===== config.mk =====
export PLATFORM = sky130hd
export DESIGN_NAME = small_mac_array
export DESIGN_NICKNAME = d
export VERILOG_FILES = /design/src/rtl/small_mac_array.sv
export SDC_FILE = /design/constraint.sdc
export NUM_CORES = 1
export LEC_CHECK = 0
export CORE_UTILIZATION = 56
export CTS_CLUSTER_DIAMETER = 100
export DETAILED_ROUTE_END_ITERATION = 8
export MAX_ROUTING_LAYER = met4
export PLACE_DENSITY = 0.84
export SYNTH_ARGS = -nofsm -noshare
export SYNTH_HDL_FRONTEND = slang
export SYNTH_SLANG_ARGS = --single-unit

===== constraint.sdc =====
create_clock -name i_clk -period 3.9 [get_ports i_clk]
set_clock_uncertainty 0.15 [all_clocks]
set_input_delay 0.975 -clock i_clk [delete_from_list [all_inputs] [get_ports i_clk]]
set_output_delay 0.975 -clock i_clk [all_outputs]
set_load 0.02 [all_outputs]

===== src/rtl/small_mac_array.sv =====
// Lane-parallel multiply-accumulate engine for small sign-magnitude secrets.
// Each beat broadcasts one coefficient to every lane; the accumulators are then drained one lane at a time.
module small_mac_array #(
    parameter int LANES  = 4,
    parameter int W      = 13,
    parameter int SW     = 4,
    parameter int MAXMAG = 4,
    parameter int BW     = 9,
    localparam int LW    = (LANES > 1) ? $clog2(LANES) : 1
) (
    input  logic                  i_clk,
    input  logic                  i_rst,
    input  logic                  i_start,
    input  logic                  i_start_clear,
    input  logic [BW-1:0]         i_start_beats,
    input  logic                  i_in_valid,
    output logic                  o_in_ready,
    input  logic [W-1:0]          i_in_a,
    input  logic [LANES*SW-1:0]   i_in_s,
    input  logic                  i_in_neg,
    output logic                  o_out_valid,
    input  logic                  i_out_ready,
    output logic [W-1:0]          o_out_data,
    output logic [LW-1:0]         o_out_lane,
    output logic                  o_done,
    output logic                  o_err
);

    typedef enum logic [1:0] {
        S_IDLE  = 2'd0,
        S_ACCUM = 2'd1,
        S_FLUSH = 2'd2,
        S_DRAIN = 2'd3
    } state_t;

    localparam logic [SW-2:0] MAXMAG_L = (SW-1)'(MAXMAG);

    state_t          r_state;
    state_t          w_state_next;
    logic [BW-1:0]   r_beats;
    logic [BW-1:0]   r_cnt;
    logic [LW-1:0]   r_idx;
    logic [W-1:0]    r_acc  [LANES];
    logic [W-1:0]    r_prod [LANES];
    logic [LANES-1:0] r_sub;
    logic            r_v1;
    logic            r_err;
    logic            r_done;
    logic            w_in_ready;
    logic            w_accept;
    logic            w_drain_hs;
    logic            w_last_lane;
    logic            w_bad;
    logic            w_start_ok;

    // Out-of-range magnitudes contribute nothing; the caller flags them separately.
    function automatic logic [W-1:0] lane_prod(input logic [W-1:0] a, input logic [SW-2:0] mag);
        logic [W-1:0] m;
        m = W'(mag);
        if (mag > MAXMAG_L) begin
            lane_prod = '0;
        end else begin
            lane_prod = a * m;
        end
    endfunction

    assign w_in_ready  = (r_state == S_ACCUM) && (r_cnt < r_beats);
    assign w_accept    = i_in_valid && w_in_ready;
    assign w_drain_hs  = (r_state == S_DRAIN) && i_out_ready;
    assign w_last_lane = (r_idx == LW'(LANES-1));
    assign w_start_ok  = (r_state == S_IDLE) && i_start;

    // Detect any lane in the current beat whose secret magnitude is out of range.
    always_comb begin
        w_bad = 1'b0;
        for (int i = 0; i < LANES; i++) begin
            w_bad = w_bad | (i_in_s[i*SW +: SW-1] > MAXMAG_L);
        end
    end

    // Next-state decode; beats=0 falls straight through to FLUSH.
    always_comb begin
        w_state_next = r_state;
        case (r_state)
            S_IDLE: begin
                if (i_start) w_state_next = S_ACCUM;
                else         w_state_next = S_IDLE;
            end
            S_ACCUM: begin
                if (r_cnt == r_beats)                                w_state_next = S_FLUSH;
                else if (w_accept && ((r_cnt + BW'(1)) == r_beats))  w_state_next = S_FLUSH;
                else                                                 w_state_next = S_ACCUM;
            end
            S_FLUSH: w_state_next = S_DRAIN;
            S_DRAIN: begin
                if (w_drain_hs && w_last_lane) w_state_next = S_IDLE;
                else                           w_state_next = S_DRAIN;
            end
            default: w_state_next = S_IDLE;
        endcase
    end

    // Control state: FSM, beat counter, drain index, sticky error, done pulse.
    always_ff @(posedge i_clk) begin
        if (i_rst) begin
            r_state <= S_IDLE;
            r_beats <= '0;
            r_cnt   <= '0;
            r_idx   <= '0;
            r_err   <= 1'b0;
            r_done  <= 1'b0;
        end else begin
            r_state <= w_state_next;
            r_done  <= w_drain_hs && w_last_lane;
            if (w_start_ok) begin
                r_beats <= i_start_beats;
                r_cnt   <= '0;
                if (i_start_clear) r_err <= 1'b0;
            end else if (w_accept) begin
                r_cnt <= r_cnt + BW'(1);
                if (w_bad) r_err <= 1'b1;
            end
            if (r_state == S_FLUSH) begin
                r_idx <= '0;
            end else if (w_drain_hs) begin
                r_idx <= w_last_lane ? LW'(0) : (r_idx + LW'(1));
            end
        end
    end

    // Two-stage datapath: products registered at accept, folded into accumulators one edge later.
    always_ff @(posedge i_clk) begin
        if (i_rst) begin
            r_v1  <= 1'b0;
            r_sub <= '0;
            for (int i = 0; i < LANES; i++) begin
                r_prod[i] <= '0;
                r_acc[i]  <= '0;
            end
        end else begin
            r_v1 <= w_accept;
            if (w_accept) begin
                for (int i = 0; i < LANES; i++) begin
                    r_prod[i] <= lane_prod(i_in_a, i_in_s[i*SW +: SW-1]);
                    r_sub[i]  <= i_in_s[i*SW + SW-1] ^ i_in_neg;
                end
            end
            if (w_start_ok && i_start_clear) begin
                for (int i = 0; i < LANES; i++) r_acc[i] <= '0;
            end else if (r_v1) begin
                for (int i = 0; i < LANES; i++) begin
                    r_acc[i] <= r_sub[i] ? (r_acc[i] - r_prod[i]) : (r_acc[i] + r_prod[i]);
                end
            end
        end
    end

    // Drain data is forced to zero outside DRAIN so idle outputs are clean.
    always_comb begin
        o_out_data = '0;
        if (r_state == S_DRAIN) o_out_data = r_acc[r_idx];
        else                    o_out_data = '0;
    end

    assign o_in_ready  = w_in_ready;
    assign o_out_valid = (r_state == S_DRAIN);
    assign o_out_lane  = r_idx;
    assign o_done      = r_done;
    assign o_err       = r_err;

endmodule


==> reports/results.txt <==
Outcome: complete, no violations
Ys flop type: edfxtp_1
PD cells: 389 mW/mm^2
Mapped Cells: 1,465
Die height: 151 microns
Area Growth Syn to Fin: 18.8%
Slew @ Worst Pin: 0.956 ns
Worst Setup Start Kind: primary input
Post-Synthesis Cell Area: 0.0124 sq mm
DRT Pass-1 Iters: 8
I/O pin cnt: 64
Core ar.: 0.0218 sq mm
Via count: 10,900
Maxcap violations: 0
Clk slew on worst S/H paths: 0.06 ns
CP endpoint kind: register
Grt ovf: 0
Max Fclk: 264 MHz
Ys async rst share: 0%
Post-DRT Antenna Nets: 0
Nets: 1,800
Flop-to-flop setup slack: 0.25 ns
Cells after DPL: 1,856
GR Util All Layers: 29.7%
DP HPWL: 24,500 microns
Tightest Hold Check Type: register to register
H-tree depth: 4
Synthesis-stage register bit count: 135
Maximum clock insertion buffer count: 2
CTS sink count: 135
Setup tns final: 0 ns
Max FO, Critical Path: 6
Cell type with the largest total area after synthesis: edfxtp_1
Largest net degree at the start of global routing: 53
Diode count: 0
Combinational share of power: 39.7%
WL/cell: 16.8 microns
Critical path type: primary input to register
GPL Wtd Cong: 0.933
Most frequent cell after synthesis: nand2_1
Initial antenna violation count: 0
CTS Root Buffer Type: clkbuf_16
Max-slew violation count: 0
Min Tclk post-route: 3.79 ns
Die width: 151 microns
Fraction of layout cells with a size suffix above 1: 11.1%
First-pass GRT wire length: 51,200 microns
Ranking of synthesized cells by area: edfxtp_1 (22%), ha_1 (11%), fa_1 (7.8%), dfxtp_1 (7.1%), nand2_1 (6.2%)
Total Die Area: 0.0227 sq mm
Clk_lat worst skew: 0.42 ns
Initial core utilization: 56.9%
Layout fillers: 1,662
Syn_area_per_cell: 8.46 sq um
Net Switching: 2.09 mW
Seq/Total Area, Yosys: 29.2%
Worst EP arrival: 3.80 ns
Synth top area share: 22.1%
P_int: 3.64 mW
Final period utilization: 97.1%
CTS tree: done
Net count after synthesis: 1,665
DRC viols: 0
Clock share of power: 28.6%
I/O Buffers: 63
Relative slew slack: 36.2%
Vias in the first global route: 10,500
Synth cell count leaders: nand2_1 (204), nor2_1 (154), inv_1 (138)
Num CTS Buffers: 17
Rows: 54
Yosys cell types: 58
Final Hold Fails: 0
Reg power frac: 31.7%
Leakage dissipation: 6.37 nW
Final setup fails: 0
Synthesis Warnings: 0
Vias per cell: 5.78
Initial DRC Count: 834
Worst VDD drop: 347 uV
Number of synthesized flops with an enable pin: 91
Non-Filler Instances: 1,893
Worst Path Required: 3.91 ns
WL final: 31,800 microns
Switching Share: 36.4%
critical path, cell delays in order:
cell	delay, ns
clkdlybuf4s50_1	0.50
buf_4	0.15
buf_4	0.14
nand2_1	0.09
fa_1	0.54
inv_1	0.04
ha_1	0.35
nand3_1	0.10
o211ai_1	0.14
o41ai_2	0.37
buf_4	0.17
xor2_1	0.15
nor2_1	0.06
power groups by stage:
stage | Combinational (mW) | Sequential (mW) | Clock (mW)
finish | 2.27 | 1.82 | 1.64
floorplan | 1.60 | 1.78 | 0
CTS | 2.22 | 1.81 | 1.64
global route | 2.52 | 1.83 | 1.70
global placement | 2.12 | 1.84 | 0
detailed placement | 2.19 | 1.84 | 0
registers in the layout, summed over array words and instances (netlist names), named ones only:
name and flops:
r_acc 52, r_prod 52, r_beats 9, r_cnt 9, r_sub 4, o_out_lane 2
r_state 2, o_done 1, o_err 1, r_v1 1
per-stage QoR:
stage                     util (%)  total power, mW  hold slack [ns]  cell area (sq um)  setup slack, ns
after floorplan                  -             3.39            0.295              12400           0.0655
after global placement        64.3             3.96            0.317              14000           -0.357
after detailed placement      64.3             4.03            0.339              14000           -0.453
after CTS                     67.2             5.68            0.345              14600           0.0118
after global routing          67.6             6.05            0.359              14700          -0.0147
final                         67.6             5.73            0.358              14700            0.115
layout by cell type, fill, tap and decap left out, drive strengths merged, types with 53 or more instances in the layout:
master / n
buf: 106
edfxtp: 91
clkdlybuf4s50: 59
nand2: 205
xnor2: 71
o21ai: 53
inv: 141
ha: 107
a21oi: 105
nor2: 155
nor3: 56
kinds of logic after synthesis:
logic type,Yosys count,share of synthesized area (%)
muxes,24,3.25
buffers and inverters,192,6.02
and+or+nand+nor,580,21.7
DFF,135,29.2
adders and majority gates,155,18.6
xor gates and xnor gates,123,8.70
AOI/OAI and AO/OA,256,12.6
routing by layer:
metal  global-route usage [%]  up-vias  share of wire [%]
met5                        -        -                  0
met2                     46.4      433                 46
met1                     38.8     5116                 43
met3                     3.79       81                6.3
met4                     12.4        0                4.2
li1                         -     5315                  -
final timing paths:
check / start / to / depth (start not counted)
setup / recovery: i_in_s[2] / r_prod[0][10] / 13
hold reg to reg: r_acc[2][2] / r_acc[2][2] / 2
setup reg to reg: r_prod[2][4] / r_acc[2][12] / 11
hold / removal: r_acc[2][2] / r_acc[2][2] / 2
timing repair:
item	CTS	global route
endpoints found under the setup margin	2	15
hold buffers	0	0
gates resized for setup	5	19
setup buffers	0	4
cloned	0	1
pin swaps	1	13
endpoints found under the hold margin	0	0
area by class of cell:
cell class	instances	area [sq um]	share of cell area, %
multi-input combinational	1138	8120	55.2
sequential	135	3610	24.6
timing repair buffer	169	1500	10.2
clock buffer	22	539	3.67
inverter	139	522	3.55
tap	280	350	2.38
clock inverter	10	76.3	0.519
Note: power is estimated with default switching activity, not from simulation.
